==> src/rtl/seg7_scan_ctrl.sv <==
// Purpose : time-multiplexed scan controller for a 4-digit common-anode 7-segment
//           display; one shared hex decoder, blanking gap between digits, and
//           frame-coherent value updates through a valid/ready handshake.
// Latency : outputs are registered; a committed value appears on digit 0 of the
//           frame that starts on the commit edge.
// Backpressure: one pending slot; upd_ready drops after a transfer and returns the
//           cycle after the pending value is committed at the next frame start.
// Ports   : clk/reset (async, active-high); upd_valid/upd_ready/upd_data/upd_blank/
//           upd_dp update channel; AN/SEG/DP active-low pins; frame_done pulse.
module seg7_scan_ctrl #(
  parameter int DIGIT_CYCLES = 100000,
  parameter int GAP_CYCLES   = 1000
) (
  input  logic        clk,
  input  logic        reset,
  input  logic        upd_valid,
  output logic        upd_ready,
  input  logic [15:0] upd_data,
  input  logic [3:0]  upd_blank,
  input  logic [3:0]  upd_dp,
  output logic [3:0]  AN,
  output logic [6:0]  SEG,
  output logic        DP,
  output logic        frame_done
);

  localparam int MAX_DG  = (DIGIT_CYCLES > GAP_CYCLES) ? DIGIT_CYCLES : GAP_CYCLES;
  localparam int CNT_MAX = (MAX_DG > 2) ? MAX_DG : 2;
  localparam int CW      = $clog2(CNT_MAX);
  localparam logic [CW-1:0] DIG_LAST = CW'(DIGIT_CYCLES - 1);
  localparam logic [CW-1:0] GAP_LAST = CW'((GAP_CYCLES > 0) ? GAP_CYCLES - 1 : 0);

  typedef enum logic {ST_GAP, ST_SHOW} state_e;

  state_e        state_q, state_d;
  logic [CW-1:0] cnt_q, cnt_d;
  logic [1:0]    idx_q, idx_d;
  logic [15:0]   active_q, active_d;
  logic [3:0]    blank_q, blank_d;
  logic [3:0]    dpsel_q, dpsel_d;
  logic          pend_valid_q, pend_valid_d;
  logic [15:0]   pend_data_q, pend_data_d;
  logic [3:0]    pend_blank_q, pend_blank_d;
  logic [3:0]    pend_dp_q, pend_dp_d;
  logic [3:0]    an_q, an_d;
  logic [6:0]    seg_q, seg_d;
  logic          dp_q, dp_d;
  logic          frame_done_q, frame_done_d;
  logic          enter_show;

  // Active-low {g,f,e,d,c,b,a} pattern for one hex nibble.
  function automatic logic [6:0] hex7seg(input logic [3:0] h);
    logic [6:0] s;
    case (h)
      4'h0: s = 7'h40;  4'h1: s = 7'h79;  4'h2: s = 7'h24;  4'h3: s = 7'h30;
      4'h4: s = 7'h19;  4'h5: s = 7'h12;  4'h6: s = 7'h02;  4'h7: s = 7'h78;
      4'h8: s = 7'h00;  4'h9: s = 7'h10;  4'hA: s = 7'h08;  4'hB: s = 7'h03;
      4'hC: s = 7'h46;  4'hD: s = 7'h21;  4'hE: s = 7'h06;  default: s = 7'h0E;
    endcase
    return s;
  endfunction

  assign upd_ready  = ~pend_valid_q;
  assign AN         = an_q;
  assign SEG        = seg_q;
  assign DP         = dp_q;
  assign frame_done = frame_done_q;

  always_comb begin
    state_d      = state_q;
    cnt_d        = cnt_q + CW'(1);
    idx_d        = idx_q;
    active_d     = active_q;
    blank_d      = blank_q;
    dpsel_d      = dpsel_q;
    pend_valid_d = pend_valid_q;
    pend_data_d  = pend_data_q;
    pend_blank_d = pend_blank_q;
    pend_dp_d    = pend_dp_q;
    frame_done_d = 1'b0;
    enter_show   = 1'b0;
    an_d         = 4'hF;
    seg_d        = 7'h7F;
    dp_d         = 1'b1;

    case (state_q)
      ST_GAP: begin
        if (GAP_CYCLES == 0 || cnt_q == GAP_LAST) begin
          state_d    = ST_SHOW;
          cnt_d      = '0;
          enter_show = 1'b1;
        end
      end
      default: begin
        if (cnt_q == DIG_LAST) begin
          idx_d        = idx_q + 2'd1;
          cnt_d        = '0;
          frame_done_d = (idx_q == 2'd3);
          // With no gap configured the next digit is entered directly.
          if (GAP_CYCLES == 0) begin
            state_d    = ST_SHOW;
            enter_show = 1'b1;
          end else begin
            state_d = ST_GAP;
          end
        end
      end
    endcase

    // Frame start: swap in the pending value so digit 0 already shows it.
    if (enter_show && idx_d == 2'd0 && pend_valid_q) begin
      active_d     = pend_data_q;
      blank_d      = pend_blank_q;
      dpsel_d      = pend_dp_q;
      pend_valid_d = 1'b0;
    end

    // A commit needs pend_valid=1 and a transfer needs it 0, so they never collide.
    if (upd_valid && !pend_valid_q) begin
      pend_data_d  = upd_data;
      pend_blank_d = upd_blank;
      pend_dp_d    = upd_dp;
      pend_valid_d = 1'b1;
    end

    // Outputs are precomputed from the state being entered so they are flopped.
    if (state_d == ST_SHOW) begin
      an_d  = blank_d[idx_d] ? 4'hF : ~(4'b0001 << idx_d);
      seg_d = hex7seg(active_d[{idx_d, 2'b00} +: 4]);
      dp_d  = ~dpsel_d[idx_d];
    end
  end

  always_ff @(posedge clk or posedge reset) begin
    if (reset) begin
      state_q      <= ST_GAP;
      cnt_q        <= '0;
      idx_q        <= '0;
      active_q     <= '0;
      blank_q      <= '0;
      dpsel_q      <= '0;
      pend_valid_q <= 1'b0;
      pend_data_q  <= '0;
      pend_blank_q <= '0;
      pend_dp_q    <= '0;
      an_q         <= 4'hF;
      seg_q        <= 7'h7F;
      dp_q         <= 1'b1;
      frame_done_q <= 1'b0;
    end else begin
      state_q      <= state_d;
      cnt_q        <= cnt_d;
      idx_q        <= idx_d;
      active_q     <= active_d;
      blank_q      <= blank_d;
      dpsel_q      <= dpsel_d;
      pend_valid_q <= pend_valid_d;
      pend_data_q  <= pend_data_d;
      pend_blank_q <= pend_blank_d;
      pend_dp_q    <= pend_dp_d;
      an_q         <= an_d;
      seg_q        <= seg_d;
      dp_q         <= dp_d;
      frame_done_q <= frame_done_d;
    end
  end

endmodule

==> config.mk <==
export PLATFORM = sky130hd
export DESIGN_NAME = seg7_scan_ctrl
export DESIGN_NICKNAME = d
export VERILOG_FILES = /design/src/rtl/seg7_scan_ctrl.sv
export SDC_FILE = /design/constraint.sdc
export NUM_CORES = 1
export LEC_CHECK = 0
export ABC_AREA = 1
export BUFFER_PORTS_ARGS = -buffer_cell sky130_fd_sc_hd__buf_2
export CAP_MARGIN = 25
export CORE_MARGIN = 5
export CORE_UTILIZATION = 63
export DETAILED_ROUTE_END_ITERATION = 10
export GPL_ROUTABILITY_DRIVEN = 0
export PLACE_DENSITY_LB_ADDON = 0.2
export SLEW_MARGIN = 30
export SYNTH_ARGS = -nofsm -noshare
export SYNTH_HDL_FRONTEND = slang
export SYNTH_SLANG_ARGS = --single-unit
==> constraint.sdc <==
create_clock -name clk -period 5.71 [get_ports clk]
set_clock_uncertainty 0.1 [all_clocks]
set_input_delay 0.571 -clock clk [delete_from_list [all_inputs] [get_ports clk]]
set_output_delay 0.571 -clock clk [all_outputs]
set_load 0.02 [all_outputs]
==> flow_metrics.env, run 1 <==
export IMPL_power_frac_clock_pct=41.6
export IMPL_synth_top_family_by_area="simple AND/OR/NAND/NOR gates"
export IMPL_arrival_ns=3.47
export IMPL_hold_violations=0
export IMPL_synthToLayoutAreaGrowth_pct=11.6
export IMPL_p_switching_w=0.000247
export IMPL_slew_headroom_pct=51.7
export IMPL_synth_warnings=0
export IMPL_rsz0062_at_grt="false"
export IMPL_routed_via_density=5.27
export IMPL_wl_um=7740
export IMPL_cp_end_kind="flop"
export IMPL_worst_path_max_fanout=37
export IMPL_drtIter0Drc=137
export IMPL_r2r_start="cnt_q[0]"
export IMPL_r2r_end="SEG[5]"
export IMPL_syn_num_nets=481
export IMPL_die_y_um=89.5
export IMPL_io_pins=41
export IMPL_insertedDiodeCount=0
export IMPL_finalSetupViolCount=0
export IMPL_drive_above_1_share_pct=24.8
export IMPL_seq_area_frac_synth_pct=51.9
export IMPL_synthSimpleGateAreaFrac_pct=28.1
export IMPL_tightest_slew_ns=0.725
export IMPL_place_inst=556
export IMPL_p_leak_nw=2.31
export IMPL_grt_overflow=0
export IMPL_grt_max_degree=83
export IMPL_cts_num_sinks=82
export IMPL_status="completed"
export IMPL_synth_cells=446
export IMPL_cts_setup_buffers=0
export IMPL_ant_nets=0
export IMPL_htree_levels=3
export IMPL_synth_xor_area_share_pct=0.220
export IMPL_fin_nets=525
export IMPL_seqPwrFrac_pct=54.8
export IMPL_grt_usage_pct=21.8
export IMPL_die_w_um=89.5
export IMPL_routedWlPerCell_um=13.5
export IMPL_final_util_pct=71.2
export IMPL_core_um2=6240
export IMPL_grt_first_pass_wirelength_um=13200
export IMPL_max_freq_ghz=0.305
export IMPL_period_minus_slack_ns=3.28
export IMPL_yosys_area_share_adder_pct=2.51
export IMPL_powerDensity_nw_per_um2=251
export IMPL_rr_worst_depth=19
export IMPL_r2r_slack_ns=2.43
export IMPL_cts_tree="built"
export IMPL_synth_compound_area_share_pct=5.28
export IMPL_hold_buffers=0
export IMPL_p_int_w=0.000867
export IMPL_grt_pass1_vias=2856
export IMPL_worstSetupPathType="reg2reg"
export IMPL_clk_insertion_delay_late_ns=0.36
export IMPL_maxCapViolations=0
export IMPL_die_area_um2=8010
export IMPL_rows=29
export IMPL_cts_resized=0
export IMPL_stdcell_count=572
export IMPL_synthesis_area_um2=3980
export IMPL_initial_core_util_pct=63.8
export IMPL_synth_mux_area_share_pct=4.53
export IMPL_drc_errors=0
export IMPL_irDropWorstVdd_v=0.000216
export IMPL_slew_violations=0
export IMPL_drtPass1Iterations=5
export IMPL_fin_crit_sh_pct=57.5
export IMPL_start_kind="flop"
export IMPL_tns_ns=0
export IMPL_hold_path_class="in2async"
export IMPL_vias=3014
export IMPL_portBuffers=40
export IMPL_synth_cell_type_count=34
export IMPL_ctsRootBufferMaster="clkbuf_8"
export IMPL_clockBufferDepth=2
export IMPL_p_comb_share_pct=3.6
export IMPL_syn_avg_cell_area_um2=8.93
export IMPL_swShare_pct=22.1
export IMPL_clkTransAtPathRegs_ns=0.08
export IMPL_numCtsBuffers=9
export IMPL_antenna_found_initial=0
export IMPL_synth_seq_cells=82
export IMPL_critPathRequiredTime_ns=5.90
export IMPL_hpwl_um=5330
-- flip-flops by register name, indices dropped and copies added (netlist names) --
name          count
pend_valid_q      1
SEG               7
cnt_q            17
blank_q           4
frame_done        1
idx_q             2
AN                4
active_q         16
state_q           1
dpsel_q           4
pend_data_q      16
pend_dp_q         4
pend_blank_q      4
DP                1
-- power groups by stage --
stage               logic [W]  clock network, W  registers, W
CTS                 0.0000417          0.000472      0.000610
global route        0.0000470          0.000500      0.000612
floorplan           0.0000263                 0      0.000617
global placement    0.0000397                 0      0.000621
detailed placement  0.0000415                 0      0.000621
finish              0.0000402          0.000463      0.000610
-- critical path: stages, from the launching register on --
cell,delay [ns]
dfrtp_1,0.38
ha_1,0.21
nand2_1,0.08
inv_1,0.10
nand2_1,0.05
nor2_1,0.17
nand3_2,0.15
nor2_4,0.31
nand3_4,0.40
nand2_1,0.16
o21ai_1,0.10
nand2_1,0.09
nand2_1,0.09
nor2_4,0.15
inv_1,0.10
ha_1,0.22
o21ai_1,0.13
nand2_1,0.08
nand2_1,0.06
nand3_1,0.06
-- Yosys cell counts (all sizes together) --
| cell type | number | area (um^2) |
|---|---|---|
| nor3 | 14 | 81.3 |
| o21bai | 1 | 7.51 |
| nand2 | 122 | 505 |
| ha | 8 | 100 |
| inv | 60 | 225 |
| a211oi | 1 | 12.5 |
| nand3 | 37 | 213 |
| mux2 | 16 | 180 |
| nand4 | 8 | 56.3 |
| a31oi | 1 | 6.26 |
| buf | 7 | 63.8 |
| a21oi | 15 | 78.8 |
| clkbuf | 2 | 7.51 |
| o21ai | 17 | 88.8 |
| o2111ai | 1 | 8.76 |
| nor4 | 1 | 6.26 |
| dfrtp | 70 | 1750 |
| xnor2 | 1 | 8.76 |
| o21a | 1 | 7.51 |
| nor2 | 51 | 257 |
| dfstp | 12 | 315 |
-- metal layers --
metal	GRT usage [%]	wire length (um)
met2	34.2	3750
met3	5.35	320
met5	0	0
met4	8.25	136
met1	29.3	3540
-- cells in the final DEF, fill, tap and decap left out, drive strengths merged, types with 10 or more instances in the layout --
master | synthesis | routed
dfstp | 12 | 12
mux2 | 16 | 16
dfrtp | 70 | 70
o21ai | 17 | 17
inv | 60 | 60
nand2 | 122 | 122
nor2 | 51 | 51
a21oi | 15 | 15
nand3 | 37 | 37
buf | 7 | 42
nor3 | 14 | 14
clkbuf | 2 | 10
-- how the worst max path moves through the flow --
stage,startpoint,to,slack [ns],cells past startpoint
after floorplan,reset,active_q[0],2.95,1
after global placement,cnt_q[0],SEG[3],2.64,19
after detailed placement,cnt_q[0],SEG[3],2.51,19
after CTS,cnt_q[0],SEG[5],2.42,19
after global routing,cnt_q[0],SEG[3],2.01,19
final,cnt_q[0],SEG[5],2.43,19
-- final cells by class --
cell class	count	area, um^2
Tap cell	77	96.3
Fill cell	497	1800
Clock inverter	6	90.1
Sequential cell	82	2070
Clock buffer	10	128
Timing Repair Buffer	42	219
Inverter	60	226
Multi-Input combinational cell	295	1620
-- stage by stage --
step / cell area (um^2) / hold WS [ns] / power [W] / worst slack, ns
finish: 4440 / 0.273 / 0.00111 / 2.43
global route: 4440 / 0.319 / 0.00116 / 2.01
CTS: 4440 / 0.320 / 0.00112 / 2.42
detailed placement: 4230 / 0.357 / 0.000663 / 2.51
global placement: 4220 / 0.344 / 0.000660 / 2.64
floorplan: 3980 / 0.333 / 0.000643 / 2.95
-- kinds of logic after synthesis --
| logic type | count (synthesis) |
|---|---|
| XOR/XNOR | 1 |
| adder cells (fa/ha/maj) | 8 |
| AND/OR/NAND/NOR | 233 |
| flip-flops | 82 |
| buffers and inverters | 69 |
| AO/OA/AOI/OAI | 37 |
| multiplexers | 16 |
(Power assumes the default switching activity.)
==> run 2: changes to the inputs <==
ABC_AREA = 0   (was 1)
CORE_UTILIZATION = 52   (was 63)
clock period = 2.8 ns   (was 5.71 ns; I/O delays follow)
==> run 2 against run 1 <==
The flow now finishes with violations (setup timing). Combinational power increased by 110%. Sequential power increased by 100%. Final area increased by 15%. Sequential share of layout area decreased by 6.2 points. Register-to-register slack got worse by 2.9 ns. Clock-buffer cell count decreased by 1. Fmax increased by 0.68%. Core utilization increased by 0.23 points. Worst hold slack got worse by 0.23 ns. Flip-flop and latch count unchanged. Area after synthesis decreased by 5.1%. Critical path depth decreased by 8. Critical path type unchanged. Largest cell class unchanged.
==> flow_metrics.env, run 2 <==
export IMPL_yosysMostFrequentCell="dfrtp_1"
export IMPL_largest_reg_flops=17
export IMPL_ctsRootBufferMaster="clkbuf_8"
export IMPL_clkTransAtPathRegs_ns=0.10
export IMPL_irDropWorstVdd_v=0.000343
export IMPL_synthesis_area_um2=3780
export IMPL_worst_slack_ns=-0.461
export IMPL_synth_main_ff_cell="dfrtp_1"
export IMPL_numCtsBuffers=9
export IMPL_final_util_pct=71.4
export IMPL_synth_cell_type_count=52
export IMPL_top_regs="cnt_q: 17 flops, active_q: 16 flops, pend_data_q: 16 flops"
export IMPL_violations="setup timing"
export IMPL_portBuffers=40
export IMPL_synth_area_leaders="dfrtp_1 (46%), mux2_2 (13%), dfstp_2 (8.3%), ha_1 (2.6%), nor2_1 (2.6%)"
export IMPL_netlist_area_leader_share_pct=46.4
export IMPL_p_leak_nw=2.41
export IMPL_synth_largest_area_cell="dfrtp_1"
export IMPL_htree_levels=3
export IMPL_io_pins=41
export IMPL_layout_commonest_cell="dfrtp_1"
export IMPL_critPathRequiredTime_ns=2.97
export IMPL_tightest_slew_ns=0.928
export IMPL_syn_num_nets=343
export IMPL_routedWlPerCell_um=15.9
export IMPL_fin_nets=461
export IMPL_wl_um=8420
export IMPL_arrival_ns=3.43
export IMPL_die_w_um=95.2
export IMPL_worst_path_max_fanout=4
export IMPL_synth_warnings=0
export IMPL_grt_max_degree=45
export IMPL_cts_num_sinks=82
export IMPL_maxCapViolations=0
export IMPL_vias=2814
export IMPL_hold_violations=0
export IMPL_powerDensity_nw_per_um2=433
export IMPL_cts_tree="built"
export IMPL_die_y_um=95.2
export IMPL_fin_crit_sh_pct=116
export IMPL_largest_register="cnt_q"
export IMPL_routed_via_density=5.31
export IMPL_synth_edf_count=0
export IMPL_slew_headroom_pct=37.5
export IMPL_drtIter0Drc=110
export IMPL_grt_first_pass_wirelength_um=13700
export IMPL_grt_usage_pct=19.6
export IMPL_period_minus_slack_ns=3.26
export IMPL_worstSetupPathType="reg2reg"
export IMPL_initial_core_util_pct=52.7
export IMPL_rsz0062_at_grt="true"
export IMPL_totalPowerFinal_w=0.00222
export IMPL_stdcell_count=530
export IMPL_antenna_found_initial=0
export IMPL_final_cell_mix="dfrtp_1 (70), buf_4 (65), mux2_2 (43)"
export IMPL_seq_area_frac_synth_pct=54.7
export IMPL_clk_insertion_delay_late_ns=0.35
export IMPL_drive_above_1_share_pct=55.9
export IMPL_max_freq_ghz=0.307
export IMPL_start_kind="flop"
export IMPL_netlist_top_cells_count="dfrtp_1 (70), mux2_2 (45), nor2_1 (26)"
export IMPL_die_area_um2=9070
export IMPL_synthToLayoutAreaGrowth_pct=35.7
export IMPL_grt_pass1_vias=2796
export IMPL_slew_violations=0
export IMPL_grt_overflow=0
export IMPL_finalSetupViolCount=12
export IMPL_syn_avg_cell_area_um2=12.3
export IMPL_hpwl_um=5520
export IMPL_hold_slack_ns=0.0456
export IMPL_synth_seq_cells=82
export IMPL_place_inst=494
export IMPL_drtPass1Iterations=4
export IMPL_status="finished with violations"
export IMPL_core_um2=7180
export IMPL_insertedDiodeCount=0
export IMPL_synth_cells=308
export IMPL_drc_errors=0
export IMPL_ant_nets=0
export IMPL_rows=31
export IMPL_clockBufferDepth=2
export IMPL_cp_end_kind="flop"
export IMPL_hold_path_class="in2reg"
export IMPL_async_flop_share_pct=100
-- run 2: logic make-up after synthesis --
group | after synthesis | share of synthesized area (%)
AOI/OAI and AO/OA | 28 | 5.50
muxes | 57 | 17.0
buffers and inverters | 24 | 2.78
DFF | 82 | 54.7
adders and majority gates | 8 | 2.65
and+or+nand+nor | 94 | 13.9
xor gates and xnor gates | 15 | 3.48
-- run 2: repair_timing --
action | in CTS | in global routing
endpoints found under the hold margin | 35 | 0
cloned | 0 | 0
resized for setup | 25 | 31
pin swaps | 14 | 12
buffers inserted | 8 | 12
endpoints found under the setup margin | 12 | 12
hold buffers | 1 | 0
-- run 2: path summary, 6_finish.rpt --
kind | depth (start not counted) | startpoint | slack (ns) | endpoint
min in group asynchronous | 3 | reset | 0.44 | pend_data_q[8]
max in group asynchronous | 4 | reset | 1.46 | AN[2]
worst min-delay path | 2 | upd_dp[2] | 0.05 | pend_dp_q[2]
worst min register to register | 1 | active_q[10] | 0.41 | active_q[10]
worst max register to register | 11 | cnt_q[5] | -0.46 | SEG[0]
worst max-delay path | 11 | cnt_q[5] | -0.46 | SEG[0]
-- run 2: report_power, final --
group | total, W | switching, W | internal [W]
clock | 0.000889 | 0.000470 | 0.000419
sequential | 0.00125 | 0.0000250 | 0.00122
combinational | 0.0000828 | 0.0000366 | 0.0000462
-- run 2: area by class of cell --
type | count | area, um^2
multi-input cells | 202 | 1840
clock inverters | 7 | 76.3
clock buffers | 9 | 124
inverters | 13 | 52.6
flip-flops and latches | 82 | 2070
well taps | 99 | 124
repair buffers | 118 | 842
fillers | 503 | 2050
-- run 2: through the flow --
step / setup slack, ns / setup TNS, ns / instance area [um^2]
floorplan: -0.446 / -2.77 / 3840
global placement: -0.453 / -3.97 / 4540
detailed placement: -0.551 / -4.76 / 4540
CTS: -0.381 / -3.13 / 4910
global route: -0.561 / -4.88 / 5130
finish: -0.461 / -3.88 / 5130
-- run 2: critical path, cell delays in order, from the launching register on --
cell and delay, ns:
dfrtp_1 0.39, or4bb_4 0.58, or4_4 0.58, nor3_4 0.22
nor2_2 0.08, mux2_4 0.32, o211ai_4 0.22, inv_2 0.10
ha_4 0.18, nor3b_1 0.13, o21ai_1 0.14, nand4_1 0.13
-- run 2: layer usage --
layer / share of wire [%] / routed length (um) / vias up / track usage (%)
li1: - / - / 1335 / -
met1: 45 / 3820 / 1402 / 26.3
met2: 49 / 4140 / 62 / 31.3
met3: 3.8 / 317 / 15 / 4.89
met4: 1.7 / 147 / 0 / 6.01
met5: 0 / 0 / - / 0
